$ cat config.mk
export PLATFORM = sky130hd
export DESIGN_NAME = allocate_sysreg_commit_buffer
export DESIGN_NICKNAME = d
export VERILOG_FILES = /design/src/rtl/allocate_sysreg_commit_buffer.sv
export SDC_FILE = /design/constraint.sdc
export NUM_CORES = 1
export LEC_CHECK = 0
export ABC_AREA = 1
export BUFFER_PORTS_ARGS = -buffer_cell sky130_fd_sc_hd__buf_2
export CELL_PAD_IN_SITES_DETAIL_PLACEMENT = 1
export CELL_PAD_IN_SITES_GLOBAL_PLACEMENT = 2
export CORE_MARGIN = 2
export CORE_UTILIZATION = 44
export CTS_BUF_LIST = sky130_fd_sc_hd__clkbuf_8
export DETAILED_ROUTE_END_ITERATION = 10
export GPL_TIMING_DRIVEN = 0
export PLACE_DENSITY = 0.92
export SLEW_MARGIN = 0
export SYNTH_ARGS = -nofsm -noshare
export SYNTH_HDL_FRONTEND = slang
export SYNTH_SLANG_ARGS = --single-unit
$ cat constraint.sdc
create_clock -name iCLOCK -period 7.89 [get_ports iCLOCK]
set_input_delay 1.578 -clock iCLOCK [delete_from_list [all_inputs] [get_ports iCLOCK]]
set_output_delay 1.578 -clock iCLOCK [all_outputs]
set_load 0.05 [all_outputs]
$ cat src/rtl/allocate_sysreg_commit_buffer.sv
// ---------------------------------------------------------------------------
// allocate_sysreg_commit_buffer
// In-order staging buffer for speculative system-register writes. Writes are
// queued at allocate, released one per retire as a one-cycle one-hot strobe
// plus data towards the per-register holders, and discarded on flush.
//
// Ports:
//   iCLOCK, iRESET (async, active-high), iRESET_SYNC (sync clear)
//   iWR_VALID/iWR_ADDR/iWR_DATA  enqueue a speculative write; oWR_BUSY = full
//   iCOMMIT_VALID                retire oldest entry
//   iFLUSH                       drop all uncommitted entries
//   oREGIST_DATA_VALID/oREGIST_DATA  strobe + data to the register holders
//   oEMPTY, oCOUNT               occupancy status
// Optional (macro ALLOCATE_SYSREG_FORWARD_EN):
//   iLOOKUP_ADDR, oLOOKUP_HIT, oLOOKUP_DATA  youngest-match forwarding lookup
// ---------------------------------------------------------------------------
module allocate_sysreg_commit_buffer #(
    parameter int unsigned DEPTH   = 4,
    parameter int unsigned NUM_REG = 8,
    parameter int unsigned ADDR_W  = 5
) (
    input  logic                        iCLOCK,
    input  logic                        iRESET,
    input  logic                        iRESET_SYNC,
    input  logic                        iWR_VALID,
    input  logic [ADDR_W-1:0]           iWR_ADDR,
    input  logic [31:0]                 iWR_DATA,
    output logic                        oWR_BUSY,
    input  logic                        iCOMMIT_VALID,
    input  logic                        iFLUSH,
    output logic [NUM_REG-1:0]          oREGIST_DATA_VALID,
    output logic [31:0]                 oREGIST_DATA,
    output logic                        oEMPTY,
`ifdef ALLOCATE_SYSREG_FORWARD_EN
    input  logic [ADDR_W-1:0]           iLOOKUP_ADDR,
    output logic                        oLOOKUP_HIT,
    output logic [31:0]                 oLOOKUP_DATA,
`endif
    output logic [$clog2(DEPTH):0]      oCOUNT
);

    localparam int unsigned IDX_W = $clog2(DEPTH);
    localparam int unsigned PTR_W = IDX_W + 1;

    logic [PTR_W-1:0]   r_wptr;
    logic [PTR_W-1:0]   r_rptr;
    logic [ADDR_W-1:0]  r_addr [DEPTH];
    logic [31:0]        r_data [DEPTH];
    logic [NUM_REG-1:0] r_strobe;
    logic [31:0]        r_regist_data;

    logic [IDX_W-1:0]   w_rd_idx;
    logic [IDX_W-1:0]   w_wr_idx;
    logic [PTR_W-1:0]   w_count;
    logic               w_full;
    logic               w_empty;
    logic               w_pop;
    logic               w_push;
    logic [ADDR_W-1:0]  w_head_addr;
    logic [31:0]        w_head_data;
    logic               w_head_in_range;
    logic [PTR_W-1:0]   w_rptr_nxt;
    logic [PTR_W-1:0]   w_wptr_nxt;

    // Occupancy derived from registered pointers only
    assign w_rd_idx = r_rptr[IDX_W-1:0];
    assign w_wr_idx = r_wptr[IDX_W-1:0];
    assign w_count  = r_wptr - r_rptr;
    assign w_empty  = (r_wptr == r_rptr);
    assign w_full   = (w_rd_idx == w_wr_idx) && (r_wptr[IDX_W] != r_rptr[IDX_W]);

    assign w_head_addr     = r_addr[w_rd_idx];
    assign w_head_data     = r_data[w_rd_idx];
    assign w_head_in_range = (32'(w_head_addr) < NUM_REG);

    // A flush in the same cycle suppresses any enqueue
    assign w_pop  = iCOMMIT_VALID && !w_empty;
    assign w_push = iWR_VALID && !w_full && !iFLUSH;

    // Flush collapses the write pointer onto the post-commit read pointer
    always_comb begin
        w_rptr_nxt = r_rptr + PTR_W'(w_pop);
        w_wptr_nxt = r_wptr + PTR_W'(w_push);
        if (iFLUSH) begin
            w_wptr_nxt = w_rptr_nxt;
        end
    end

    // Pointer and commit-output state
    always_ff @(posedge iCLOCK or posedge iRESET) begin
        if (iRESET) begin
            r_wptr        <= '0;
            r_rptr        <= '0;
            r_strobe      <= '0;
            r_regist_data <= '0;
        end else if (iRESET_SYNC) begin
            r_wptr        <= '0;
            r_rptr        <= '0;
            r_strobe      <= '0;
            r_regist_data <= '0;
        end else begin
            r_wptr   <= w_wptr_nxt;
            r_rptr   <= w_rptr_nxt;
            r_strobe <= '0;
            if (w_pop && w_head_in_range) begin
                r_strobe      <= NUM_REG'(1) << w_head_addr;
                r_regist_data <= w_head_data;
            end
        end
    end

    // Entry storage; contents are don't-care after reset
    always_ff @(posedge iCLOCK) begin
        if (w_push && !iRESET_SYNC) begin
            r_addr[w_wr_idx] <= iWR_ADDR;
            r_data[w_wr_idx] <= iWR_DATA;
        end
    end

`ifdef ALLOCATE_SYSREG_FORWARD_EN
    logic        w_lookup_hit;
    logic [31:0] w_lookup_data;

    // Walk oldest to youngest so the youngest match overrides
    always_comb begin
        w_lookup_hit  = 1'b0;
        w_lookup_data = '0;
        for (int k = 0; k < int'(DEPTH); k++) begin
            if ((PTR_W'(k) < w_count) &&
                (r_addr[IDX_W'(r_rptr + PTR_W'(k))] == iLOOKUP_ADDR)) begin
                w_lookup_hit  = 1'b1;
                w_lookup_data = r_data[IDX_W'(r_rptr + PTR_W'(k))];
            end
        end
    end

    assign oLOOKUP_HIT  = w_lookup_hit;
    assign oLOOKUP_DATA = w_lookup_data;
`endif

    assign oWR_BUSY           = w_full;
    assign oEMPTY             = w_empty;
    assign oCOUNT             = w_count;
    assign oREGIST_DATA_VALID = r_strobe;
    assign oREGIST_DATA       = r_regist_data;

endmodule

== Yosys cells after proc, flatten, opt, wreduce, memory -nomap -nowiden ==
Memory sizes are Yosys's and may differ from the RTL's.
Index checks and enable logic that the tools add are counted.
Storage, ports and cells
  register bits: 46
  bits in latches: 0
  RAM bits: 148
  ROM bits: 0
  input port bits: 43
  output and inout bits: 45
  logic and storage cells: 34
  memories kept: 2
Memory list
  r_data: words 4, width 32, read ports 1, clocked after Yosys merged registers in 0, write ports 1, RTL line 48  | logic [31:0] r_data [DEPTH];
  r_addr: words 4, width 5, read ports 1, clocked after Yosys merged registers in 0, write ports 1, RTL line 47  | logic [ADDR_W-1:0] r_addr [DEPTH];
Operators by class
  add/subtract/negate cells: 3
  multiply operators: 0
  div/mod/pow operators: 0
  magnitude comparators: 1
  equal/unequal tests: 3
  shift-type cells: 1
  muxes and demuxes: 9
  bitwise gates (word level): 0
  reductions and logical operators: 11
Operators by type and width (count)
  32-bit 2-to-1 mux: 2
  8-bit 2-to-1 mux: 2
  3-bit 2-to-1 mux: 3
  1-bit by 5-bit << shifter with 8-bit output (first input constant): 1
  3-bit by 1-bit adder with 3-bit output: 2
  1-bit logical AND: 6
  5-bit by 4-bit less-than comparator with 1-bit output (second input constant): 1
  1-bit zero test: 4
  3-bit == test: 1
  3-bit subtractor: 1
  2-bit == test: 1
  1-bit 2-to-1 mux: 2
  2-bit nonzero test: 1
  1-bit != test: 1

== Depth between registers and ports, before layout ==
Gate-level depths: netlist (run 1).
  depth in word-level cells: 8
  mapped depth: 12
  gate-level depth less buffers: 11

== Worst setup path before layout (run 1) ==
No wires, ideal clock.
  path type: input port to flip-flop
  start: input iRESET_SYNC
  end: memory r_addr[1][0], enable pin
  library setup time: 0.477 ns
  arrival: 4.665 ns
  data required time: 7.413 ns
  path slack: 2.748 ns
  cell stages on the path: 4
  path buffers: 1
  cell sequence: clkinv_1 -> clkbuf_1 -> nand4_1 -> nor3_1
On the way
  cells in the longest elaborated chain, start to end: 4
RTL lines
  start, declared: RTL line 24  | input logic iRESET_SYNC,
  1-bit zero test: RTL line 114  | if (w_push && !iRESET_SYNC) begin
  1-bit logical AND: RTL line 114
  1-bit 2-to-1 mux: RTL line 114
  1-bit 2-to-1 mux (not written as such): RTL line 115  | r_addr[w_wr_idx] <= iWR_ADDR;
  end, declared: RTL line 47
Every way passes these cells.

== Worst setup path after layout (run 1) ==
  start: register r_rptr[1]
  end: output oWR_BUSY
On the way
  cells in the longest elaborated chain, start to end: 2
RTL lines
  start, declared: RTL line 46  | logic [PTR_W-1:0] r_rptr;
  start signal, assigned: RTL line 103  | r_rptr <= w_rptr_nxt;
  2-bit == test: RTL line 70  | assign w_full = (w_rd_idx == w_wr_idx) && (r_wptr[IDX_W] != r_rptr[IDX_W]);
  1-bit logical AND: RTL line 70
  end, declared: RTL line 28  | output logic oWR_BUSY,
Every way passes these cells.

==> summary.md, run 1 <==
| Metric | Value |
|---|---|
| Status | complete, no violations |
| Via Count | 5209 |
| Flops & latches, synth | ~190 |
| FF-to-FF End | r_data[0][10]$_DFFE_PP_ |
| Worst-Margin Slew | 0.902 ns |
| # rows | 47 |
| Most frequent cells in the layout | 148 x edfxtp_1, 98 x buf_2, 78 x nor2_1 |
| Vias in the first global route | 5617 |
| Reg2Reg Depth | 10 |
| Area contributors post-synth | edfxtp_1 59%, dfrtp_1 15%, nand3_1 5.1% |
| CTS hold repair buffers | 0 |
| WP data arrival | ~2.5 ns |
| Final instance area | just under 9000 um^2 |
| Syn Inst Count | 596 |
| Worst setup path class | reg -> out |
| HP Start | oREGIST_DATA[27]$_DFFE_PP0P_ |
| Final Hold Fails | 0 |
| RSZ-0062 raised after global routing | false |
| GRT overflow | 0 |
| Initial DRC count | between 400 and 500 |
| Critical path depth | 7 |
| R2R Path Start | r_rptr[1]$_DFF_PP0_ |
| Die Height | 135 um |
| Post-CTS resize count | 0 |
| Ys Warns | 0 |
| Final ANT Viol Nets | 0 |
| Core ar. | 16600 um^2 |
| Initial antenna violation count | 0 |
| Peak supply drop | between 0.1 and 0.15 mV |
| Placed cell areas | about 8500 um^2 |
| Avg Cell Area, Syn | 12.6 um^2 |
| Critical path, cell by cell | inv_1 -> buf_2 -> clkbuf_1 -> ha_1 -> nand3_1 -> inv_1 -> buf_2 |
| IO buf count | 87 |
| H-tree depth | 4 |
| Pwr dens | 263 nW/um^2 |
| Fmax | 246 MHz |
| CP max stage delay | 0.46 ns |
| Seq/Total Area, Yosys | 74.4% |
| Setup Skew | 0.0122 ns |
| Worst hold path cell count | 2 |
| Leakage | 0.00363 uW |
| Drt total wl | 19400 um |
| Starting density of the core | 45.2% |
| Clock Path Buffers | 2 |
| Hpwl dp | 13400 um |
| Number of nets in the layout | 769 |
| Synth top area share | 59.1% |
| CTS Root Buffer Type | clkbuf_8 |
| Synth Cell Area | about 7500 um^2 |
| GP Congestion | approximately 0.75 |
| Setup TNS | 0 ns |
| Worst-skew pair later-pin latency | 0.47 ns |
| Startpoint class of the critical path | flop |
| Vias per cell | 5.47 |
| Worst-path clk slew | 0.09 ns |
| Pins Over Slew Limit | 0 |
| Die area | 18200 um^2 |
| Max FO, Critical Path | 10 |
| Worst Hold Class | reg -> reg |
| Total track usage | 22.3% |
| Hold EP | oREGIST_DATA[27]$_DFFE_PP0P_ |
| Slew headroom | between 30 and 40% |
| CTS tree | done |
| Setup crit end kind | output port |
| Num CTS Buffers | 17 |
| Antenna cell count | 0 |
| Commonest non-fill, non-tap cell in the layout | edfxtp_1 |
| Setup bufs post-CTS | 0 |
| Clock sink count | 194 |
| Post-synth cell types | 23 |
| Dominant cell type by area after synthesis | edfxtp_1 |
| Io pins | 88 |
| Crit path required time | 6.31 ns |
| Fill cell count | between 1500 and 2000 |
| Synthesis-to-finish area growth | 17.6% |
| Internal reg-to-reg setup slack | ~4.3 ns |
| WP buf/inv | 5 |
| First-pass GRT wire length | 30200 um |
| Post-Syn Nets | 646 |
| Post-route clock period utilization | 51.6% |
| Die boundary width | approximately 130 um |
| Hold Slack | ~0.5 ns |
| Final setup viols | 0 |
| Largest net degree at the start of global routing | 26 |
| Initial DRT Pass Iterations | 4 |
| DRC violations left | 0 |
| Routed wire per std cell | 20.4 um |
| Max-cap viol count | 0 |
| CP delay by family, top | buffers and inverters |
| Layout cells sized above 1 | roughly 21% |
| CP max stage cell | clkbuf_1 |
| Fin crit period | ~4 ns |
==> metal layers <==
layer	track usage [%]	routed length (um)	vias up
met5	0	0	-
met4	7.60	335	0
met3	4.84	1010	28
met2	38.5	9930	171
met1	28.0	8140	2644
li1	-	-	2366
==> cell usage after synthesis, drive strengths merged <==
| cell | count |
|---|---|
| a211oi | 1 |
| a21oi | 3 |
| buf | 17 |
| clkbuf | 20 |
| clkinv | 1 |
| dfrtp | 46 |
| edfxtp | 148 |
| fa | 1 |
| ha | 6 |
| inv | 23 |
| nand2 | 64 |
| nand3 | 76 |
| nand4 | 1 |
| nor2 | 79 |
| nor3 | 4 |
| o211ai | 2 |
| o21ai | 70 |
| o22ai | 32 |
| xor2 | 2 |
==> metrics by stage <==
stage,util (%),worst slack (ns),power (uW),std cells
final,53.2,3.82,2330,952
after global routing,53.2,3.65,2430,952
after CTS,53.2,3.79,2340,952
after detailed placement,50.8,3.53,1720,920
after global placement,49.5,0.0267,1690,903
after floorplan,-,2.75,1540,596
==> registers in the layout (all words and copies together) (netlist names) <==
signal / flops
oREGIST_DATA: 32
oREGIST_DATA_VALID: 8
r_addr: 20
r_data: 128
r_rptr: 3
r_wptr: 3
==> worst register-to-register path, stage by stage, from the launching register on <==
cell and delay (ns):
dfrtp_1 0.45, inv_1 0.10, buf_2 0.24, clkbuf_1 0.46, ha_1 0.36, nand3_1 0.12, nand4_1 0.24, nor3_2 0.77
buf_6 0.26, buf_6 0.18, buf_6 0.15
==> cells by family (layout without fill, tap and decap cells) <==
logic type                 Yosys count  count (layout)  synth area share, %
xor gates and xnor gates             2               2                0.233
and+or+nand+nor                    224             224                 12.7
adders and majority gates            7               7                 1.26
AOI/OAI and AO/OA                  108             108                 7.82
buffers and inverters               61             197                 3.62
DFF                                194             194                 74.4
==> worst max-delay path by stage <==
stage                   startpoint                      end  slack (ns)
6_report       r_rptr[1]$_DFF_PP0_                 oWR_BUSY        3.82
5_1_grt        r_rptr[1]$_DFF_PP0_                 oWR_BUSY        3.65
4_1_cts        r_rptr[1]$_DFF_PP0_                 oWR_BUSY        3.79
3_5_place_dp           iRESET_SYNC  r_data[0][12]$_DFFE_PP_        3.53
3_3_place_gp           iRESET_SYNC  r_data[0][11]$_DFFE_PP_        0.03
2_1_floorplan          iRESET_SYNC   r_addr[1][0]$_DFFE_PP_        2.75
==> power by group <==
part / total [uW] / internal (uW) / switching (uW)
clock network: 634 / 302 / 332
logic: 538 / 138 / 400
registers: 1160 / 1140 / 19.6
total: 2330 / 1580 / 751
==> layout make-up <==
type	count	area [um^2]	area share, %
well taps	220	275	3.11
multi-input cells	341	1680	18.9
inverters	24	90.1	1.02
flip-flops and latches	194	5600	63.2
clock inverters	12	114	1.29
clock buffers	20	275	3.11
repair buffers	104	639	7.23
plain buffers	37	183	2.06
(Power assumes the default switching activity.)
==> inputs of run 2 (changes only) <==
--- a/config.mk
+++ b/config.mk
@@ -10,11 +10,11 @@
 export CELL_PAD_IN_SITES_DETAIL_PLACEMENT = 1
 export CELL_PAD_IN_SITES_GLOBAL_PLACEMENT = 2
 export CORE_MARGIN = 2
-export CORE_UTILIZATION = 44
+export CORE_UTILIZATION = 41
 export CTS_BUF_LIST = sky130_fd_sc_hd__clkbuf_8
 export DETAILED_ROUTE_END_ITERATION = 10
 export GPL_TIMING_DRIVEN = 0
-export PLACE_DENSITY = 0.92
+export PLACE_DENSITY = 0.87
 export SLEW_MARGIN = 0
 export SYNTH_ARGS = -nofsm -noshare
 export SYNTH_HDL_FRONTEND = slang
==> constraint.sdc (replaced) <==
create_clock -name iCLOCK -period 3.75 [get_ports iCLOCK]
set_input_delay 0.75 -clock iCLOCK [delete_from_list [all_inputs] [get_ports iCLOCK]]
set_output_delay 0.75 -clock iCLOCK [all_outputs]
set_load 0.05 [all_outputs]
==> run 2 against run 1 <==
Effect of this change:
- critical path depth up 2
- die area up 7.1%
- clock skew up 0.0013 ns
- routed wire length down 0.77%
- clock-buffer cell count down 1
- cell count up 0.84%
- register-to-register slack worse by 4.0 ns
- total power up 120%
- clock power up 150%
- first-iteration DRC count down 4.6%
- setup slack worse by 3.6 ns
- via count down 2.9%
- critical path type is now reg -> reg
- largest power group unchanged
==> summary.md, run 2 (synthesized netlist as in run 1, its figures left out) <==
| Metric | Value |
|---|---|
| Status | complete, no violations |
| Setup Skew | 0.0135 ns (+0.00132 ns) |
| Most frequent cells in the layout | 148 x edfxtp_1, 98 x buf_2, 78 x nor2_1 |
| Die Height | 139 um (+3.5%) |
| Fin crit period | 3.51 ns |
| Fmax | 285 MHz |
| DRC violations left | 0 (unchanged) |
| Clock Path Buffers | 2 (unchanged) |
| Drt total wl | 19300 um (-0.77%) |
| GRT overflow | 0 (unchanged) |
| Worst-Margin Slew | 0.959 ns (+0.0572 ns) |
| Crit path setup slack, layout | 0.242 ns (-3.58 ns) |
| CTS hold repair buffers | 0 (unchanged) |
| RSZ-0062 raised after global routing | false |
| Max FO, Critical Path | 11 (+1) |
| Total track usage | 20.6% (-1.7 points) |
| GP Congestion | 0.749 (-0.17%) |
| WP data arrival | 3.68 ns (+1.19 ns) |
| Die area | 19500 um^2 (+7.1%) |
| Final Hold Fails | 0 (unchanged) |
| IO buf count | 87 (unchanged) |
| Setup bufs post-CTS | 0 (unchanged) |
| Tot Pwr | 5130 uW (+120%) |
| Largest net degree at the start of global routing | 32 (+23%) |
| Pwr dens | 575 nW/um^2 (+120%) |
| Worst setup path class | reg -> reg |
| Die boundary width | 139 um (+3.5%) |
| Clock sink count | 194 (unchanged) |
| Vias in the first global route | 5570 (-0.84%) |
| Worst-skew pair later-pin latency | 0.47 ns (about the same) |
| Largest register by flop count | r_data |
| Peak supply drop | 0.502 mV (+270%) |
| Initial DRT Pass Iterations | 7 (+3) |
| # rows | 49 (+4.3%) |
| Worst-path clk slew | 0.10 ns (about the same) |
| Pins Over Slew Limit | 0 (unchanged) |
| Leakage | 0.00364 uW (+0.29%) |
| CTS Root Buffer Type | clkbuf_8 |
| Post-CTS resize count | 0 (unchanged) |
| Final ANT Viol Nets | 0 (unchanged) |
| Slew headroom | 35.7% (-3.8 points) |
| Initial antenna violation count | 1 (+1) |
| Num CTS Buffers | 17 (unchanged) |
| Max FFs per register | 128 (unchanged) |
| Hold Slack | 0.249 ns (-0.254 ns) |
| First-pass GRT wire length | 30400 um (+0.71%) |
| Final setup viols | 0 (unchanged) |
| Io pins | 88 (unchanged) |
| Synthesis-to-finish area growth | 18.5% |
| Core ar. | 18000 um^2 (+7.9%) |
| Number of nets in the layout | 767 (-0.26%) |
| Commonest non-fill, non-tap cell in the layout | edfxtp_1 |
| Internal reg-to-reg setup slack | 0.24 ns (-4.04 ns) |
| Startpoint class of the critical path | flop |
| Vias per cell | 5.27 (-3.7%) |
| Fill cell count | 1914 (+7.7%) |
| Worst Hold Class | in -> async |
| Max-cap viol count | 0 (unchanged) |
| Post-route clock period utilization | 93.5% |
| Routed wire per std cell | 20.1 um (-1.6%) |
| H-tree depth | 4 (unchanged) |
| Util after Layout | 49.7% (-3.5 points) |
| Place WS | 0.248 ns (-3.28 ns) |
| Crit path required time | 3.93 ns (-2.38 ns) |
| Via Count | 5056 (-2.9%) |
| CTS tree | done |
| Setup crit end kind | flop |
| Initial DRC count | 398 (-4.6%) |
| Starting density of the core | 41.9% (-3.3 points) |
| Layout cells sized above 1 | 21.4% (-0.078 points) |
| Hpwl dp | 13400 um (+0.15%) |
[run 2: changes by cell type in the layout (fill, tap and decap cells not counted), sizes merged]
cell      before  now
clkinvlp       1    3
bufinv         2    5
diode          0    1
clkbuf        40   39
buf          121  119
clkinv         8    4
[run 2: final timing paths]
check                                             start                      endpoint  cells after the start
setup / recovery                    r_rptr[1]$_DFF_PP0_       r_data[3][13]$_DFFE_PP_                      9
hold / removal                                   iRESET  oREGIST_DATA[26]$_DFFE_PP0P_                      2
setup reg to reg                    r_rptr[1]$_DFF_PP0_       r_data[3][13]$_DFFE_PP_                      9
hold reg to reg            oREGIST_DATA[26]$_DFFE_PP0P_  oREGIST_DATA[26]$_DFFE_PP0P_                      2
max in group asynchronous                        iRESET   oREGIST_DATA[6]$_DFFE_PP0P_                      3
min in group iCLOCK                         iWR_ADDR[4]        r_addr[1][4]$_DFFE_PP_                      1
[run 2: worst max-delay path, cell delays in order (launching register included)]
cell and delay [ns]:
dfrtp_1 0.45, inv_1 0.09, buf_2 0.23, clkbuf_1 0.45, ha_1 0.36, nand3_1 0.11, nand4_1 0.23, nor3_2 0.81
buf_6 0.28, buf_6 0.19
[run 2: through the flow]
stage / cell area (um^2) / setup TNS [ns] / cells
floorplan: 7520 / -97.44 / 596
global placement: 8250 / -474.63 / 912
detailed placement: 8450 / 0 / 927
CTS: 8920 / 0 / 959
global route: 8920 / 0 / 960
finish: 8920 / 0 / 960
[run 2: area by class of cell]
| class | instances | area, um^2 | area share [%] |
|---|---|---|---|
| Inverter | 24 | 90.1 | 1.01 |
| Clock inverter | 13 | 208 | 2.33 |
| Tap cell | 229 | 287 | 3.21 |
| Timing Repair Buffer | 102 | 617 | 6.92 |
| Sequential cell | 194 | 5600 | 62.7 |
| Multi-Input combinational cell | 341 | 1680 | 18.8 |
| Buffer | 37 | 183 | 2.05 |
| Clock buffer | 19 | 262 | 2.93 |
| Antenna cell | 1 | 2.50 | 0.0281 |
[run 2: layer usage]
| metal | track usage [%] | vias up | routed length [um] |
|---|---|---|---|
| met1 | 24.6 | 2504 | 7810 |
| met2 | 36.3 | 146 | 10100 |
| met4 | 9.94 | 0 | 589 |
| met3 | 3.51 | 36 | 818 |
| met5 | 0 | - | 0 |
| li1 | - | 2370 | - |
[run 2: power breakdown]
part           total (uW)  internal [uW]  switching (uW)
logic                1130            290             836
registers            2440           2400            44.6
clock network        1560            829             734
total                5130           3520            1610
